--- src/rtl/irq_ctrl_if.sv ---
// Peripheral register bus shared with the timer: chip select, address,
// write strobe, write data and registered read data.
interface irq_ctrl_if #(
  parameter int WIDTH = 32
);
  logic             cs;
  logic [2:0]       addr;
  logic             wen;
  logic [WIDTH-1:0] din;
  logic [WIDTH-1:0] dout;

  modport master (output cs, addr, wen, din, input dout);
  modport slave  (input cs, addr, wen, din, output dout);
endinterface

--- src/rtl/irq_ctrl.sv ---
// Prioritized interrupt controller: per-source sync/edge detect, pending,
// masking, lowest-index priority and a REQ/ack/EOI handshake to the CPU.

// One interrupt source: 2-flop synchronizer, edge history and edge pending.
module irq_src (
  input  logic clk,
  input  logic reset,
  input  logic irq_raw,
  input  logic mode,
  input  logic clr,
  output logic pend
);
  logic [2:0] sync_pipe;  // [0]=s1, [1]=s2, [2]=s3
  logic       edge_pend;

  always_ff @(posedge clk) begin
    if (reset) begin
      sync_pipe <= '0;
      edge_pend <= 1'b0;
    end else begin
      sync_pipe <= {sync_pipe[1:0], irq_raw};
      // A fresh edge outranks a simultaneous clear so it is never dropped.
      edge_pend <= (sync_pipe[1] & ~sync_pipe[2]) | (edge_pend & ~clr);
    end
  end

  assign pend = mode ? edge_pend : sync_pipe[1];
endmodule

module irq_ctrl #(
  parameter int WIDTH = 32,
  parameter int NIRQ  = 8
) (
  input  logic            clk,
  input  logic            reset,
  irq_ctrl_if.slave       bus,
  input  logic [NIRQ-1:0] irq_in,
  input  logic            ack,
  output logic            cpu_irq,
  output logic [3:0]      irq_id
);
  localparam logic [2:0] REG_CTRL = 3'd0;
  localparam logic [2:0] REG_MASK = 3'd1;
  localparam logic [2:0] REG_MODE = 3'd2;
  localparam logic [2:0] REG_PEND = 3'd3;
  localparam logic [2:0] REG_ID   = 3'd4;
  localparam logic [2:0] REG_EOI  = 3'd5;

  typedef enum logic [1:0] {IDLE, REQ, SERVICE} state_t;

  state_t          state;
  logic            ctrl;
  logic [NIRQ-1:0] mask, mode, pend, clr, eff;
  logic [3:0]      top_id;
  logic [WIDTH-1:0] rdata;
  logic            wr, rd, wr_ctrl, wr_mask, wr_mode, wr_pend, wr_eoi, ack_hit;
  logic            unused_din;

  assign wr      = bus.cs & bus.wen;
  assign rd      = bus.cs & ~bus.wen;
  assign wr_ctrl = wr && (bus.addr == REG_CTRL);
  assign wr_mask = wr && (bus.addr == REG_MASK);
  assign wr_mode = wr && (bus.addr == REG_MODE);
  assign wr_pend = wr && (bus.addr == REG_PEND);
  assign wr_eoi  = wr && (bus.addr == REG_EOI);
  assign ack_hit = ack && (state == REQ);
  assign unused_din = ^bus.din;

  for (genvar i = 0; i < NIRQ; i++) begin : g_src
    // W1C and ack only affect the edge bit; a mode flip discards stale edges.
    assign clr[i] = (wr_pend & bus.din[i])
                  | (ack_hit & (irq_id == 4'(i)))
                  | (wr_mode & (bus.din[i] != mode[i]));

    irq_src u_src (
      .clk     (clk),
      .reset   (reset),
      .irq_raw (irq_in[i]),
      .mode    (mode[i]),
      .clr     (clr[i]),
      .pend    (pend[i])
    );
  end

  assign eff = ctrl ? (pend & mask) : '0;

  always_comb begin
    top_id = '0;
    for (int i = NIRQ - 1; i >= 0; i--)
      if (eff[i]) top_id = 4'(i);
  end

  always_comb begin
    rdata = '0;
    case (bus.addr)
      REG_CTRL: rdata[0]      = ctrl;
      REG_MASK: rdata[NIRQ-1:0] = mask;
      REG_MODE: rdata[NIRQ-1:0] = mode;
      REG_PEND: rdata[NIRQ-1:0] = pend;
      REG_ID: begin
        rdata[4]   = (state != IDLE);
        rdata[3:0] = irq_id;
      end
      default: rdata = '0;
    endcase
  end

  always_ff @(posedge clk) begin
    if (reset) begin
      state    <= IDLE;
      cpu_irq  <= 1'b0;
      irq_id   <= '0;
      ctrl     <= 1'b0;
      mask     <= '0;
      mode     <= '0;
      bus.dout <= '0;
    end else begin
      if (wr_ctrl) ctrl <= bus.din[0];
      if (wr_mask) mask <= bus.din[NIRQ-1:0];
      if (wr_mode) mode <= bus.din[NIRQ-1:0];
      if (rd)      bus.dout <= rdata;

      case (state)
        IDLE: if (eff != '0) begin
          irq_id  <= top_id;
          cpu_irq <= 1'b1;
          state   <= REQ;
        end
        // irq_id stays frozen here: no preemption by later arrivals.
        REQ: if (ack) begin
          cpu_irq <= 1'b0;
          state   <= SERVICE;
        end else if (wr_ctrl && !bus.din[0]) begin
          cpu_irq <= 1'b0;
          state   <= IDLE;
        end
        SERVICE: begin
          cpu_irq <= 1'b0;
          if (wr_eoi) state <= IDLE;
        end
        default: begin
          cpu_irq <= 1'b0;
          state   <= IDLE;
        end
      endcase
    end
  end
endmodule
--- src/flat_wrapper.sv ---
// flat-port wrapper written by rule: the top's interface ports become plain ports
module irq_ctrl_flat 
#(
  parameter int WIDTH = 32,
  parameter int NIRQ  = 8
)
  (clk, reset, irq_in, ack, cpu_irq, irq_id, bus_cs, bus_addr, bus_wen, bus_din, bus_dout);
  irq_ctrl_if #(.WIDTH(WIDTH)) bus_i ();
  input  logic clk;
  input  logic reset;
  input  logic [NIRQ-1:0] irq_in;
  input  logic ack;
  output logic cpu_irq;
  output logic [3:0] irq_id;
  input wire logic [$bits(bus_i.cs)-1:0] bus_cs;
  input wire logic [$bits(bus_i.addr)-1:0] bus_addr;
  input wire logic [$bits(bus_i.wen)-1:0] bus_wen;
  input wire logic [$bits(bus_i.din)-1:0] bus_din;
  output wire logic [$bits(bus_i.dout)-1:0] bus_dout;
  assign bus_i.cs = bus_cs;
  assign bus_i.addr = bus_addr;
  assign bus_i.wen = bus_wen;
  assign bus_i.din = bus_din;
  assign bus_dout = bus_i.dout;
  irq_ctrl #(.WIDTH(WIDTH), .NIRQ(NIRQ)) u_core (.clk(clk), .reset(reset), .bus(bus_i), .irq_in(irq_in), .ack(ack), .cpu_irq(cpu_irq), .irq_id(irq_id));
endmodule
--- config.mk ---
export PLATFORM = sky130hd
export DESIGN_NAME = irq_ctrl_flat
export DESIGN_NICKNAME = d
export VERILOG_FILES = /design/src/rtl/irq_ctrl_if.sv /design/src/rtl/irq_ctrl.sv /design/src/flat_wrapper.sv
export SDC_FILE = /design/constraint.sdc
export NUM_CORES = 1
export LEC_CHECK = 0
export CAP_MARGIN = 20
export CORE_UTILIZATION = 40
export DETAILED_ROUTE_END_ITERATION = 7
export GPL_ROUTABILITY_DRIVEN = 0
export PLACE_DENSITY = 0.71
export SETUP_SLACK_MARGIN = 0.3
export SYNTH_ARGS = -nofsm -noshare
export SYNTH_HDL_FRONTEND = slang
export SYNTH_HIERARCHICAL = 1
export SYNTH_SLANG_ARGS = --single-unit
--- constraint.sdc ---
create_clock -name clk -period 2 [get_ports clk]
set_clock_uncertainty 0.1 [all_clocks]
set_input_delay 0.4 -clock clk [delete_from_list [all_inputs] [get_ports clk]]
set_output_delay 0.4 -clock clk [all_outputs]
set_load 0.005 [all_outputs]
==> run summary, run 1 <==
Max-slew violations: 0
Synth cell types: 47
Clock Root Buffer: clkbuf_8
Crit path max fanout: 3
Pin count of the biggest net entering global routing: 38
Row cnt: 31
IO Count: 85
Routed vias: 2507
Worst hold path class: in -> reg
Reg clk slew, reported paths: 0.07 ns
Max Clk Rate: 583 MHz
Initial DRC count: 125
Clk Latency, worst-skew pair: 0.33 ns
Clock sinks: 63
Vias in the first global route: 2313
Max Cap Viol: 0
Drt total wl: 6760 um
Final ANT Viol Nets: 0
Core Footprint: 7330 um2
Static Leak: 0.00176 uW
GRT Resource Usage Total: 18.0%
Crit Path Class: reg -> reg
DRC: 0
Avg Vias per Cell: 4.96
Worst path arrival time: 1.84 ns
Min Tclk post-route: 1.72 ns
CTS max path bufs: 2
Synthesized flop and latch total: 63
Overflow after GRT: 0
Primary FF master, synth: dfxtp_1
Syn. warnings: 6
Die Wd: 89.6 um
Final setup viols: 0
CTS tree: done
Yosys top cell by area: dfxtp_1
TritonRoute pass-1 iters: 4
Register area share after synthesis: 41.1%
CTS buffer count: 9
Final core occ: 54.3%
Max VDD drop: 0.405 mV
Cell Pwr Density: 701 nW/um2
I/O Buffers: 35
Antenna diode count: 0
Final hold violations: 0
Async SR Flop Fraction: 0%
Nets@finish: 449
Top post-synthesis cells by area: dfxtp_1 (41%), buf_4 (6.6%), nor2b_1 (5.3%)
Post-synth top area share: 41.1%
Placed Area: 3560 um2
Die H: 89.6 um
Routed len/inst: 13.4 um
Initial antenna violation count: 0
Worst Path Required: 2.12 ns
Unrepaired setup endpoints after global routing: true
Startpoint Class: flop
Final period util: 85.8%
Status: complete, no violations
Synthesized area per cell: 9.39 um2
Die ar.: 8030 um2
Initial core utilization: 41.9%
Crit end category: flop
H-tree depth: 3
Number of flops mapped to enable cells by yosys: 0
Post-route cell area: 3980 um2
Synthesized cell area: 3070 um2
Share of cells above drive strength 1: 23.9%
Final HPWL DP: 4680 um
Layout area overhead: 29.7%
Syn Inst Count: 327
First-pass GRT wire length: 10800 um
[final cells by class]
class | count | area (um2)
multi-input combinational | 248 | 1650
fill | 645 | 3350
sequential | 63 | 1290
timing repair buffer | 78 | 687
clock buffer | 13 | 159
clock inverter | 3 | 65.1
tap | 99 | 124
inverter | 1 | 3.75
[worst paths after layout]
path / start / end / slack (ns) / depth (start not counted)
worst max register to register: u_core/mode[3]$_SDFFE_PP0P_ / u_core/irq_id[0]$_SDFFE_PP0P_ / 0.28 / 5
worst max-delay path: u_core/mode[3]$_SDFFE_PP0P_ / u_core/irq_id[0]$_SDFFE_PP0P_ / 0.28 / 5
worst min-delay path: reset / u_core/bus.dout[3]$_SDFFE_PP0P_ / 0.33 / 2
worst min register to register: u_core/g_src[0].u_src/sync_pipe[0]$_SDFF_PP0_ / u_core/g_src[0].u_src/sync_pipe[1]$_SDFF_PP0_ / 0.33 / 1
[layer usage]
| metal | up-vias | share of wire [%] | global-route usage, % |
|---|---|---|---|
| met5 | - | 0 | 0 |
| met2 | 76 | 48 | 29.2 |
| li1 | 1247 | - | - |
| met4 | 0 | 1.3 | 6.93 |
| met3 | 8 | 4.9 | 5.03 |
| met1 | 1176 | 46 | 22.8 |
[stage by stage]
step / hold WS [ns] / std cells / setup WS (ns) / power, uW / TNS (ns)
5_1_grt: 0.328 / 505 / 0.214 / 2910 / 0
3_5_place_dp: 0.322 / 474 / -0.170 / 1590 / -2.50
6_report: 0.331 / 505 / 0.285 / 2790 / 0
4_1_cts: 0.316 / 503 / 0.248 / 2820 / 0
2_1_floorplan: 0.314 / 351 / 0.274 / 1510 / 0
3_3_place_gp: 0.316 / 474 / -0.164 / 1590 / -2.00
[worst max-delay path, stage by stage, from the launching register on]
cell and delay (ns):
dfxtp_4 0.35, mux2_4 0.32, a22oi_2 0.20, nand3_2 0.12
o211ai_2 0.21, mux2_4 0.31
[layout by cell type (no fill, tap or decap), drive strengths merged, types with 3 or more instances in the layout]
cell type,synthesis,layout
nand2b,21,21
buf,34,44
nor3,3,3
dlymetal6s2s,0,10
nor2b,27,27
nor2,19,19
dfxtp,63,63
o22ai,8,8
o21ai,7,7
mux2i,14,14
clkbuf,5,13
a22o,4,4
mux2,14,14
clkdlybuf4s50,0,19
dlygate4sd2,0,5
nand2,27,27
a22oi,6,6
o211a,7,7
nand3b,7,7
a21oi,31,31
nand3,4,4
conb,1,25
[Yosys cell counts (2+ instances only)]
library cell and count:
a22oi_1 6, nand2b_1 21, o22ai_1 8, mux2_4 8, a21oi_1 29, mux2i_1 14
o2111ai_1 2, o21ai_0 7, nand2_1 26, a31oi_1 2, buf_6 6, nand3b_1 7
clkbuf_1 5, a21oi_2 2, a22o_1 4, nor2_1 19, nor3_1 3, nor2b_1 26
dfxtp_1 63, a211o_1 2, buf_4 27, nand3_1 3, o211a_1 7, and3b_1 2
mux2_2 6
[power by group]
group / switching, uW / internal [uW] / total [uW]
clock: 458 / 769 / 1230
combinational: 126 / 138 / 264
sequential: 18.2 / 1280 / 1300
[cells by family (layout without fill, tap and decap cells)]
group                  Yosys count  in the layout  synth area share (%)
buffers and inverters           40             95                  9.70
AO/OA/AOI/OAI                   76             76                  16.6
AND/OR/NAND/NOR                119            119                  21.9
multiplexers                    28             28                  10.7
flip-flops                      63             63                  41.1
other                            1             25                 0.122
[what timing repair did]
| action | 4_1_cts | 5_1_grt |
|---|---|---|
| hold buffers | 0 | 0 |
| setup buffers | 13 | 2 |
| hold endpoints to repair | 0 | 0 |
| setup endpoints to repair | 30 | 19 |
| cloned | 0 | 0 |
| pin swaps | 8 | 4 |
| gates resized for setup | 22 | 15 |
[registers in the layout, summed over array words and instances (netlist names)]
signal,cells
u_core/g_src.u_src/sync_pipe,24
u_core/bus.dout,8
u_core/g_src.u_src/edge_pend,8
u_core/mask,8
u_core/mode,8
u_core/irq_id,3
u_core/state,2
u_core/cpu_irq,1
u_core/ctrl,1
No activity file was read; power rests on OpenSTA's default activity.
==> inputs of run 2 (changes only) <==
--- a/config.mk
+++ b/config.mk
@@ -5,7 +5,6 @@
 export SDC_FILE = /design/constraint.sdc
 export NUM_CORES = 1
 export LEC_CHECK = 0
-export CAP_MARGIN = 20
 export CORE_UTILIZATION = 40
 export DETAILED_ROUTE_END_ITERATION = 7
 export GPL_ROUTABILITY_DRIVEN = 0
==> results of run 2 <==
No change in the layout: final DEF, timing and power equal those of run 1.
==> inputs of run 3 (changes only) <==
--- a/config.mk
+++ b/config.mk
@@ -5,6 +5,7 @@
 export SDC_FILE = /design/constraint.sdc
 export NUM_CORES = 1
 export LEC_CHECK = 0
+export CORE_MARGIN = 2
 export CORE_UTILIZATION = 40
 export DETAILED_ROUTE_END_ITERATION = 7
 export GPL_ROUTABILITY_DRIVEN = 0
==> run 3 against run 2 <==
Net effect:
- non-clock buffer count increased by 4
- cell count increased by 0.99%
- utilization increased by 1.0 points
- first-iteration DRC count decreased by 7.2%
- flip-flop and latch count unchanged
- fmax decreased by 0.22%
- final area increased by 1.9%
- worst setup slack got worse by 0.0038 ns
- total power increased by 1.0%
- worst hold slack got worse by 0.012 ns
- largest power group unchanged
==> run summary, run 3 (synthesized netlist as in run 1, its figures left out) <==
CP Cell Sequence: mux2_4 -> a22oi_2 -> nand3_2 -> o211ai_2 -> mux2_4
Initial antenna violation count: 0
Final ANT Viol Nets: 0
CP peak stage delay: 0.35 ns
Die Wd: 91.6 um
Pin count of the biggest net entering global routing: 27
GRT Resource Usage Total: 17.5%
Worst hold path cell count: 2
Startpoint Class: flop
CTS buffer count: 9
Psw: 625 uW
CP top delay family: multiplexers
Nets@finish: 454
Cell repeated most along the worst path: mux2_4
TritonRoute pass-1 iters: 4
Routed len/inst: 14.0 um
Clock Root Buffer: clkbuf_8
Crit path max fanout: 3
DRC: 0
Initial core utilization: 41.9%
Combinational share of power: 9.7%
CTS tree: done
Die H: 91.6 um
First-pass GRT wire length: 11600 um
Largest register FFs: 24
Worst Path Required: 2.13 ns
Static Leak: 0.00174 uW
H-tree depth: 3
Reg clk slew, reported paths: 0.07 ns
I/O Buffers: 35
Max Cap Viol: 0
CP bufs+invs: 0
Clock sinks: 63
IO Count: 85
Core Footprint: 7330 um2
Unrepaired setup endpoints after global routing: true
Drt total wl: 7120 um
Power consumption: 2820 uW
Most frequent cells in the layout: dfxtp_1 (47), buf_4 (43), a21oi_1 (27), nor2b_1 (26)
Crit path depth: 5
CTS Hold Bufs: 0
Final hold violations: 0
Clock share of power: 44.1%
Int Power: 2200 uW
Antenna diode count: 0
Clk Latency, worst-skew pair: 0.34 ns
WHS: 0.320 ns
Final period util: 85.9%
Most common cell after layout, fill and taps aside: dfxtp_1
Layout area overhead: 32.2%
Final core occ: 55.4%
Final Worst Setup Slack: 0.281 ns
Initial DRC count: 116
Row cnt: 31
Min Tclk post-route: 1.72 ns
Crit Path Class: reg -> reg
Max Clk Rate: 582 MHz
Status: complete, no violations
Final HPWL DP: 4740 um
CTS max path bufs: 2
Max-slew violations: 0
Avg Vias per Cell: 4.99
Share of cells above drive strength 1: 27.3%
Vias in the first global route: 2458
Max stage delay cell, worst path: dfxtp_4
Max VDD drop: 0.403 mV
Net Sw Frac: 22.1%
Cell Pwr Density: 695 nW/um2
Largest register by flop count: u_core/g_src.u_src/sync_pipe
Sequential share of power: 46.1%
Routed vias: 2546
Worst path arrival time: 1.85 ns
Worst hold path class: in -> reg
Final setup viols: 0
Setup WS pre-CTS: -0.163 ns
Die ar.: 8390 um2
Overflow after GRT: 0
R2R cell count: 5
Crit end category: flop
==> run 3: power by group through the flow <==
stage | clock (uW) | sequential [uW] | combinational, uW
after floorplan | 0 | 1330 | 175
after global placement | 0 | 1340 | 252
after detailed placement | 0 | 1340 | 256
after CTS | 1260 | 1300 | 269
after global routing | 1320 | 1300 | 299
final | 1240 | 1300 | 274
==> run 3: per-layer routing <==
layer | global-route usage, % | part of all wire (%)
met1 | 22.4 | 46
met2 | 27.8 | 48
met3 | 4.07 | 4.6
met4 | 8.08 | 1.9
met5 | 0 | 0
==> run 3: area by class of cell <==
type	instances	area, um2
fillers	665	3270
multi-input cells	249	1670
flip-flops and latches	63	1300
repair buffers	82	733
clock buffers	13	159
well taps	99	124
clock inverters	3	65.1
inverters	1	3.75
==> run 3: through the flow <==
step	instance area, um2	TNS [ns]	std cells
6_report	4060	0	510
3_3_place_gp	3550	-2.00	471
4_1_cts	3970	0	506
3_5_place_dp	3550	-2.33	471
5_1_grt	4060	0	510
2_1_floorplan	3180	0	351
==> run 3: worst paths after layout <==
path                                            startpoint                                             to  slack, ns
max                            u_core/mode[3]$_SDFFE_PP0P_                  u_core/irq_id[0]$_SDFFE_PP0P_       0.28
max reg2reg                    u_core/mode[3]$_SDFFE_PP0P_                  u_core/irq_id[0]$_SDFFE_PP0P_       0.28
min                                                  reset                u_core/bus.dout[7]$_SDFFE_PP0P_       0.32
min reg2reg  u_core/g_src[2].u_src/sync_pipe[0]$_SDFF_PP0_  u_core/g_src[2].u_src/sync_pipe[1]$_SDFF_PP0_       0.34
==> run 3: timing repair <==
item,in CTS,in global routing
buffers inserted,18,4
setup endpoints to repair,28,18
gates resized for setup,26,24
pin swaps,13,9
gates cloned,1,0
